--- src/rtl/mskaes_ctrl_pkg.sv ---
// Shared types and constants for the masked AES-128/256 control FSM.
package mskaes_ctrl_pkg;

  typedef enum logic [1:0] {
    ST_IDLE,
    ST_ROUND,
    ST_FINAL,
    ST_DONE
  } state_e;

  localparam logic [1:0] KH_MODE_NONE = 2'b00;
  localparam logic [1:0] KH_MODE_ROT  = 2'b01;
  localparam logic [1:0] KH_MODE_SUB  = 2'b10;

  localparam int unsigned RND_W     = 4;
  localparam logic [3:0]  NR_128    = 4'd10;
  localparam logic [3:0]  NR_256    = 4'd14;
  localparam int unsigned FINAL_CYC = 4;

  // Key-schedule S-box mode for key k = rnd+1.
  // AES-256: k=1 needs no S-box, even k uses RotWord+SubWord+Rcon, odd k>=3 uses SubWord only.
  function automatic logic [1:0] kh_mode_for(input logic k256, input logic [RND_W-1:0] rnd);
    if (!k256)         return KH_MODE_ROT;
    else if (rnd == '0) return KH_MODE_NONE;
    else if (rnd[0])    return KH_MODE_ROT;
    else                return KH_MODE_SUB;
  endfunction

endpackage

--- src/rtl/mskaes_32bits_multikey_fsm_if.sv ---
// Handshake and control bundle between the AES control FSM and its environment.
interface mskaes_32bits_multikey_fsm_if;
  logic       valid_in;
  logic       key256;
  logic       in_ready;
  logic       busy;
  logic       cipher_valid;
  logic       out_ready;
  logic       rnd_valid;
  logic       in_ready_rnd;
  logic       feed_input;
  logic       state_enable;
  logic       state_init;
  logic       state_en_MC;
  logic       kh_init;
  logic       kh_enable;
  logic [1:0] kh_mode;
  logic       rcon_rst;
  logic       rcon_update;
  logic       sbox_valid_in;
  logic       feed_sb_key;
  logic       sb_en;
  logic       enable_key_add;

  modport master (
    input  valid_in, key256, out_ready, rnd_valid,
    output in_ready, busy, cipher_valid, in_ready_rnd, feed_input,
           state_enable, state_init, state_en_MC, kh_init, kh_enable,
           kh_mode, rcon_rst, rcon_update, sbox_valid_in, feed_sb_key,
           sb_en, enable_key_add
  );

  modport slave (
    output valid_in, key256, out_ready, rnd_valid,
    input  in_ready, busy, cipher_valid, in_ready_rnd, feed_input,
           state_enable, state_init, state_en_MC, kh_init, kh_enable,
           kh_mode, rcon_rst, rcon_update, sbox_valid_in, feed_sb_key,
           sb_en, enable_key_add
  );
endinterface

--- src/rtl/mskaes_sched_cnt.sv ---
// Round/step schedule counters with stall freeze and step-wrap detection.
module mskaes_sched_cnt
  import mskaes_ctrl_pkg::*;
#(
  parameter int unsigned SB_LAT = 4,
  parameter int unsigned CNT_W  = 4
) (
  input  logic             clk,
  input  logic             rst_n,
  input  logic             clr_i,
  input  logic             en_i,
  input  logic             stall_i,
  output logic [RND_W-1:0] rnd_o,
  output logic [CNT_W-1:0] step_o,
  output logic             step_wrap_o
);

  localparam logic [CNT_W-1:0] STEP_LAST = CNT_W'(4 + SB_LAT);

  logic [RND_W-1:0] rnd_q, rnd_d;
  logic [CNT_W-1:0] step_q, step_d;

  assign step_wrap_o = (step_q == STEP_LAST);
  assign rnd_o       = rnd_q;
  assign step_o      = step_q;

  // Next-count: clear, hold on stall, or advance with round carry at the last step.
  always_comb begin
    rnd_d  = rnd_q;
    step_d = step_q;
    if (clr_i) begin
      rnd_d  = '0;
      step_d = '0;
    end else if (en_i && !stall_i) begin
      if (step_wrap_o) begin
        step_d = '0;
        rnd_d  = rnd_q + 1'b1;
      end else begin
        step_d = step_q + 1'b1;
      end
    end
  end

  // Counter registers.
  always_ff @(posedge clk or negedge rst_n) begin
    if (!rst_n) begin
      rnd_q  <= '0;
      step_q <= '0;
    end else begin
      rnd_q  <= rnd_d;
      step_q <= step_d;
    end
  end

endmodule

--- src/rtl/mskaes_32bits_multikey_fsm.sv ---
// Control FSM for the 32-bit masked AES-128/256 core with randomness stall.
module mskaes_32bits_multikey_fsm
  import mskaes_ctrl_pkg::*;
#(
  parameter int unsigned SB_LAT = 4,
  parameter int unsigned CNT_W  = 4
) (
  input logic                          clk,
  input logic                          rst_n,
  mskaes_32bits_multikey_fsm_if.master bus
);

  state_e           state_q;
  logic             key256_q;
  logic [RND_W-1:0] rnd;
  logic [CNT_W-1:0] step;
  logic             step_wrap;

  logic             in_round, in_final;
  logic             col_step, key_step, drain_step;
  logic             last_round;
  logic [RND_W-1:0] last_rnd;
  logic [1:0]       kh_mode;
  logic             sbv_raw, rnd_req, stall;

  assign in_round   = (state_q == ST_ROUND);
  assign in_final   = (state_q == ST_FINAL);
  assign col_step   = in_round && (step <  CNT_W'(4));
  assign key_step   = in_round && (step == CNT_W'(4));
  assign drain_step = in_round && (step >  CNT_W'(4));
  assign last_rnd   = key256_q ? (NR_256 - 4'd1) : (NR_128 - 4'd1);
  assign last_round = (rnd == last_rnd);
  assign kh_mode    = kh_mode_for(key256_q, rnd);
  assign sbv_raw    = col_step || (key_step && (kh_mode != KH_MODE_NONE));
  assign rnd_req    = sbv_raw || drain_step;
  assign stall      = rnd_req && !bus.rnd_valid;

  // FINAL reuses the step counter: the round carry on entry leaves step at 0.
  mskaes_sched_cnt #(
    .SB_LAT (SB_LAT),
    .CNT_W  (CNT_W)
  ) u_cnt (
    .clk         (clk),
    .rst_n       (rst_n),
    .clr_i       (!(in_round || in_final)),
    .en_i        (in_round || in_final),
    .stall_i     (stall),
    .rnd_o       (rnd),
    .step_o      (step),
    .step_wrap_o (step_wrap)
  );

  // State sequencing and key-size latch.
  always_ff @(posedge clk or negedge rst_n) begin
    if (!rst_n) begin
      state_q  <= ST_IDLE;
      key256_q <= 1'b0;
    end else begin
      case (state_q)
        ST_IDLE: begin
          if (bus.valid_in) begin
            key256_q <= bus.key256;
            state_q  <= ST_ROUND;
          end
        end
        ST_ROUND: begin
          if (!stall && step_wrap && last_round) state_q <= ST_FINAL;
        end
        ST_FINAL: begin
          if (step == CNT_W'(FINAL_CYC - 1)) state_q <= ST_DONE;
        end
        ST_DONE: begin
          if (bus.out_ready) state_q <= ST_IDLE;
        end
        default: state_q <= ST_IDLE;
      endcase
    end
  end

  logic       o_in_ready, o_busy, o_cipher_valid, o_in_ready_rnd, o_feed_input;
  logic       o_state_enable, o_state_init, o_state_en_mc, o_kh_init, o_kh_enable;
  logic [1:0] o_kh_mode;
  logic       o_rcon_rst, o_rcon_update, o_sbox_valid_in, o_feed_sb_key, o_sb_en;
  logic       o_enable_key_add;

  // Output decode; everything held low while reset is asserted, strobes masked on stall.
  always_comb begin
    o_in_ready       = 1'b0;
    o_busy           = 1'b0;
    o_cipher_valid   = 1'b0;
    o_in_ready_rnd   = 1'b0;
    o_feed_input     = 1'b0;
    o_state_enable   = 1'b0;
    o_state_init     = 1'b0;
    o_state_en_mc    = 1'b0;
    o_kh_init        = 1'b0;
    o_kh_enable      = 1'b0;
    o_kh_mode        = KH_MODE_NONE;
    o_rcon_rst       = 1'b0;
    o_rcon_update    = 1'b0;
    o_sbox_valid_in  = 1'b0;
    o_feed_sb_key    = 1'b0;
    o_sb_en          = 1'b0;
    o_enable_key_add = 1'b0;
    if (rst_n) begin
      case (state_q)
        ST_IDLE: begin
          o_in_ready = 1'b1;
          if (bus.valid_in) begin
            o_feed_input = 1'b1;
            o_state_init = 1'b1;
            o_kh_init    = 1'b1;
            o_rcon_rst   = 1'b1;
          end
        end
        ST_ROUND: begin
          o_busy         = 1'b1;
          o_in_ready_rnd = rnd_req;
          o_kh_mode      = kh_mode;
          if (!stall) begin
            o_sbox_valid_in  = sbv_raw;
            o_enable_key_add = col_step;
            o_kh_enable      = col_step;
            o_state_enable   = col_step;
            o_state_en_mc    = col_step && !last_round;
            o_feed_sb_key    = key_step;
            o_sb_en          = 1'b1;
            o_rcon_update    = step_wrap && (kh_mode == KH_MODE_ROT);
          end
        end
        ST_FINAL: begin
          o_busy           = 1'b1;
          o_enable_key_add = 1'b1;
          o_state_enable   = 1'b1;
        end
        ST_DONE: begin
          o_busy         = 1'b1;
          o_cipher_valid = 1'b1;
        end
        default: ;
      endcase
    end
  end

  assign bus.in_ready       = o_in_ready;
  assign bus.busy           = o_busy;
  assign bus.cipher_valid   = o_cipher_valid;
  assign bus.in_ready_rnd   = o_in_ready_rnd;
  assign bus.feed_input     = o_feed_input;
  assign bus.state_enable   = o_state_enable;
  assign bus.state_init     = o_state_init;
  assign bus.state_en_MC    = o_state_en_mc;
  assign bus.kh_init        = o_kh_init;
  assign bus.kh_enable      = o_kh_enable;
  assign bus.kh_mode        = o_kh_mode;
  assign bus.rcon_rst       = o_rcon_rst;
  assign bus.rcon_update    = o_rcon_update;
  assign bus.sbox_valid_in  = o_sbox_valid_in;
  assign bus.feed_sb_key    = o_feed_sb_key;
  assign bus.sb_en          = o_sb_en;
  assign bus.enable_key_add = o_enable_key_add;

endmodule

--- src/flat_wrapper.sv ---
// flat-port wrapper written by rule: the top's interface ports become plain ports
module mskaes_32bits_multikey_fsm_flat import mskaes_ctrl_pkg::*;
#(
  parameter int unsigned SB_LAT = 4,
  parameter int unsigned CNT_W  = 4
)
  (clk, rst_n, bus_valid_in, bus_key256, bus_out_ready, bus_rnd_valid, bus_in_ready, bus_busy, bus_cipher_valid, bus_in_ready_rnd, bus_feed_input, bus_state_enable, bus_state_init, bus_state_en_MC, bus_kh_init, bus_kh_enable, bus_kh_mode, bus_rcon_rst, bus_rcon_update, bus_sbox_valid_in, bus_feed_sb_key, bus_sb_en, bus_enable_key_add);
  mskaes_32bits_multikey_fsm_if bus_i ();
  input logic clk;
  input logic rst_n;
  input wire logic [$bits(bus_i.valid_in)-1:0] bus_valid_in;
  input wire logic [$bits(bus_i.key256)-1:0] bus_key256;
  input wire logic [$bits(bus_i.out_ready)-1:0] bus_out_ready;
  input wire logic [$bits(bus_i.rnd_valid)-1:0] bus_rnd_valid;
  output wire logic [$bits(bus_i.in_ready)-1:0] bus_in_ready;
  output wire logic [$bits(bus_i.busy)-1:0] bus_busy;
  output wire logic [$bits(bus_i.cipher_valid)-1:0] bus_cipher_valid;
  output wire logic [$bits(bus_i.in_ready_rnd)-1:0] bus_in_ready_rnd;
  output wire logic [$bits(bus_i.feed_input)-1:0] bus_feed_input;
  output wire logic [$bits(bus_i.state_enable)-1:0] bus_state_enable;
  output wire logic [$bits(bus_i.state_init)-1:0] bus_state_init;
  output wire logic [$bits(bus_i.state_en_MC)-1:0] bus_state_en_MC;
  output wire logic [$bits(bus_i.kh_init)-1:0] bus_kh_init;
  output wire logic [$bits(bus_i.kh_enable)-1:0] bus_kh_enable;
  output wire logic [$bits(bus_i.kh_mode)-1:0] bus_kh_mode;
  output wire logic [$bits(bus_i.rcon_rst)-1:0] bus_rcon_rst;
  output wire logic [$bits(bus_i.rcon_update)-1:0] bus_rcon_update;
  output wire logic [$bits(bus_i.sbox_valid_in)-1:0] bus_sbox_valid_in;
  output wire logic [$bits(bus_i.feed_sb_key)-1:0] bus_feed_sb_key;
  output wire logic [$bits(bus_i.sb_en)-1:0] bus_sb_en;
  output wire logic [$bits(bus_i.enable_key_add)-1:0] bus_enable_key_add;
  assign bus_i.valid_in = bus_valid_in;
  assign bus_i.key256 = bus_key256;
  assign bus_i.out_ready = bus_out_ready;
  assign bus_i.rnd_valid = bus_rnd_valid;
  assign bus_in_ready = bus_i.in_ready;
  assign bus_busy = bus_i.busy;
  assign bus_cipher_valid = bus_i.cipher_valid;
  assign bus_in_ready_rnd = bus_i.in_ready_rnd;
  assign bus_feed_input = bus_i.feed_input;
  assign bus_state_enable = bus_i.state_enable;
  assign bus_state_init = bus_i.state_init;
  assign bus_state_en_MC = bus_i.state_en_MC;
  assign bus_kh_init = bus_i.kh_init;
  assign bus_kh_enable = bus_i.kh_enable;
  assign bus_kh_mode = bus_i.kh_mode;
  assign bus_rcon_rst = bus_i.rcon_rst;
  assign bus_rcon_update = bus_i.rcon_update;
  assign bus_sbox_valid_in = bus_i.sbox_valid_in;
  assign bus_feed_sb_key = bus_i.feed_sb_key;
  assign bus_sb_en = bus_i.sb_en;
  assign bus_enable_key_add = bus_i.enable_key_add;
  mskaes_32bits_multikey_fsm #(.SB_LAT(SB_LAT), .CNT_W(CNT_W)) u_core (.clk(clk), .rst_n(rst_n), .bus(bus_i));
endmodule
--- config.mk ---
export PLATFORM = sky130hd
export DESIGN_NAME = mskaes_32bits_multikey_fsm_flat
export DESIGN_NICKNAME = d
export VERILOG_FILES = /design/src/rtl/mskaes_ctrl_pkg.sv /design/src/rtl/mskaes_32bits_multikey_fsm_if.sv /design/src/rtl/mskaes_sched_cnt.sv /design/src/rtl/mskaes_32bits_multikey_fsm.sv /design/src/flat_wrapper.sv
export SDC_FILE = /design/constraint.sdc
export NUM_CORES = 1
export LEC_CHECK = 0
export CAP_MARGIN = 20
export CORE_MARGIN = 2
export CORE_UTILIZATION = 45
export DETAILED_ROUTE_END_ITERATION = 6
export HOLD_SLACK_MARGIN = 0.15
export PLACE_DENSITY_LB_ADDON = 0.2
export SKIP_CTS_REPAIR_TIMING = 1
export SYNTH_ARGS = -nofsm -noshare
export SYNTH_HDL_FRONTEND = slang
export SYNTH_SLANG_ARGS = --single-unit
--- constraint.sdc ---
create_clock -name clk -period 3.42 [get_ports clk]
set_input_delay 0.342 -clock clk [delete_from_list [all_inputs] [get_ports clk]]
set_output_delay 0.342 -clock clk [all_outputs]
set_load 0.02 [all_outputs]
==> run metrics <==
Post-Syn Area=910.9 um^2; level count of the clock H-tree=1; clock latency reported for the late side of the worst-skew pair=0.27 ns; Max-Cap Viols=0; deepest clock path buffer count=2; fraction of the cycle the final worst path needs=84.88%; Critical Path End Type=primary output; EDFF count, synth=0; dominant register cell in the synthesized netlist=dfrtp_1; Hold Fails Final Rpt=0; global route overflow=0; worst clock skew on the final layout=0.001365 ns; number of flip-flops and latches in the synthesized netlist=11; number of gates on the worst path with buffers counted=7; power dissipated by switching net loads=0.0003586 W; floorplan die area=about 2400 um^2; Worst Setup Slack post-DPL=0.7882 ns; Post-Place Cell Area=1129 um^2; drt via density=5.060; Worst Path Buf+Inv=2; Synth Instances=103; residual DRC count=0; Avg Synthesized Cell Area=8.843 um^2; syn_nets=119; non-filler instance count after layout=150; I/O pins=24; FMAX=0.3445 GHz; slew at the pin closest to its max-slew limit=0.4112 ns; clock buffers created by TritonCTS=3; total negative setup slack=0 ns; Area Growth Syn to Fin=26.79%; number of DRC markers in iteration 0=11; layout cell share with drive strength beyond 1=between 5 and 6%; register area share after synthesis=30.22%; status=finished clean; logic depth of the worst register-to-register path=6; count of unique library cells instantiated by Yosys=34; Leak Pwr=0.5543 nW; ANT nets after route=0; part of the power in the clock network=11.2%; power per cell area=703.0 nW/um^2; arithmetic-cell share of the synthesized area counting full adders, half adders and majority gates=13.74%; Synth warnings=0; proportion of synthesized area in mux cells=8.379%; largest net degree at the start of global routing=19; length of the first detailed-routing pass in iterations=4; GR Util All Layers=around 17%; number of global-route vias before repair=727; Required @ worst endpoint=around 3.1 ns; final setup fails=0; sequential cell fraction of total power=26.2%; CTS clock-pin slew for the worst setup and hold paths=roughly 0.07 ns; total wire length after detailed routing=1819 um; launching element type of the critical path=flip-flop; switching share of total power=about 44%; first-pass GRT wire length=around 3200 um; highest net fanout along the worst path=5; crit path kind=reg2out; slowest cell delay on critical path=0.61 ns; logic gate share of total power=62.6%; highest-count cells in the layout ignoring fill and taps=clkdlybuf4s50_1 (23), dfrtp_1 (11), nand2_1 (10), ha_1 (10), inv_1 (9); cell chosen for the clock root=clkbuf_4; Critical Path, Cell by Cell=inv_1 > ha_1 > nand4bb_1 > o21ai_1 > nand3_1 > nor2_1 > clkdlybuf4s50_1; Die W=48.99 um; number of cell rows=16; die extent in y=roughly 49 um; worst supply voltage drop on vdd=around 0.42 mV; Placed Cells=146; area share of and/or/nand/nor cells after synthesis=27.75%; tightest slew margin relative to the limit=72.40%; combinational family with the most area after synthesis=simple AND/OR/NAND/NOR gates; Layout Nets=140; critical-path cell with the highest stage delay=clkdlybuf4s50_1; total count of max-transition violations in the final report=0; Pint=0.0004532 W; unrepaired setup endpoints after global routing=false; Clock Sink Count=11; class of the most critical hold timing path=in2async; CTS tree=done; CP top delay family=buffers and inverters; post-synthesis compound-gate area fraction=approximately 5.5%; antenna violations before repair=0; commonest non-fill, non-tap cell in the layout=clkdlybuf4s50_1; Detailed Place HPWL=approximately 1400 um; Placeable Area=1942 um^2; final weighted congestion in routability-driven placement=between 0.8 and 0.9; Inserted Diodes=0; fraction of synthesized cell area in xor and xnor cells=around 4.8%; final critical delay including setup and external delays=2.903 ns; post-detailed-route wirelength per cell=12.13 um; data arrival time of the critical path=2.56 ns; proportion of register bits with asynchronous set or reset after synthesis=100.0%; final critical-path setup slack=0.5172 ns; summed area of non-filler cells in the final layout=1155 um^2; IO Port Bufs=23; vias post-DR=759; initial cell density of the core=46.91%
-- final cells by class --
cell class,count,area [um^2]
fill,188,787.0
multi-input combinational,75,548.0
inverter,9,33.78
tap,27,33.78
sequential,11,275.3
timing repair buffer,24,237.7
clock buffer,4,26.28
-- cells by family after synthesis --
group | after synthesis
AND/OR/NAND/NOR | 46
buffers and inverters | 17
flip-flops | 11
adder cells (fa/ha/maj) | 10
AO/OA/AOI/OAI | 7
multiplexers | 7
XOR/XNOR | 5
-- sequential cells by signal, summed over array words and instances, names as in the netlist --
register             flops
u_core.key256_q          1
u_core.state_q           2
u_core.u_cnt.rnd_o       4
u_core.u_cnt.step_o      4
-- worst reg2reg max path, cell delays in order (launching register included) --
cell and delay [ns]:
dfrtp_1 0.40, inv_1 0.10, ha_1 0.26, and2b_1 0.24, o41ai_1 0.42, nand2_1 0.18, mux2_4 0.32
-- Yosys cell counts, types with 2 or more instances --
library cell   n  share of area, %
nor2_1         8               3.3
inv_1          9               3.7
and3_1         2               1.4
nand3_1        4               2.2
nor3_1         2               1.1
xnor2_1        2               1.9
buf_4          4               3.3
clkbuf_1       2              0.82
and2_1         5               3.4
xor2_1         3               2.9
nor3b_1        2               1.6
nand3b_1       3               2.5
a211oi_1       2               1.6
nor2b_1        3               2.1
nand2_1       10               4.1
dfrtp_1       11                30
mux2i_1        5               5.5
ha_1          10                14
-- worst paths after layout --
kind	slack (ns)	from	end
setup / recovery	0.52	u_core.u_cnt.rnd_o[0]$_DFFE_PN0P_	bus_state_en_MC
hold / removal	0.44	rst_n	u_core.u_cnt.rnd_o[2]$_DFFE_PN0P_
setup reg to reg	1.40	u_core.state_q[1]$_DFFE_PN0P_	u_core.state_q[1]$_DFFE_PN0P_
hold reg to reg	0.59	u_core.state_q[1]$_DFFE_PN0P_	u_core.state_q[1]$_DFFE_PN0P_
max in group asynchronous	2.80	rst_n	u_core.u_cnt.step_o[1]$_DFFE_PN0P_
min in group clk	0.59	u_core.state_q[1]$_DFFE_PN0P_	u_core.state_q[1]$_DFFE_PN0P_
-- power by group through the flow --
stage | Combinational [W] | Sequential (W) | Clock (W)
after floorplan | 0.000389 | 0.000197 | 0
after global placement | 0.000502 | 0.000213 | 0
after detailed placement | 0.000515 | 0.000215 | 0
after CTS | 0.000520 | 0.000213 | 0.0000959
after global routing | 0.000571 | 0.000218 | 0.000101
final | 0.000508 | 0.000213 | 0.0000909
-- through the flow --
stage	util, %	power (W)	hold WS [ns]
floorplan	-	0.0005860	0.04641
global placement	58.12	0.0007151	0.5678
detailed placement	58.12	0.0007305	0.5698
CTS	59.47	0.0008290	0.4367
global route	59.47	0.0008894	0.4566
finish	59.47	0.0008119	0.4420
-- routing by layer --
metal / vias up / GRT usage [%] / part of all wire [%]
met5: - / 0 / 0
met2: 19 / 29.68 / 50
li1: 382 / - / -
met3: 5 / 3.681 / 5.2
met1: 353 / 20.08 / 43
met4: 0 / 8.571 / 1.7
Power figures use the tool's default switching activity.
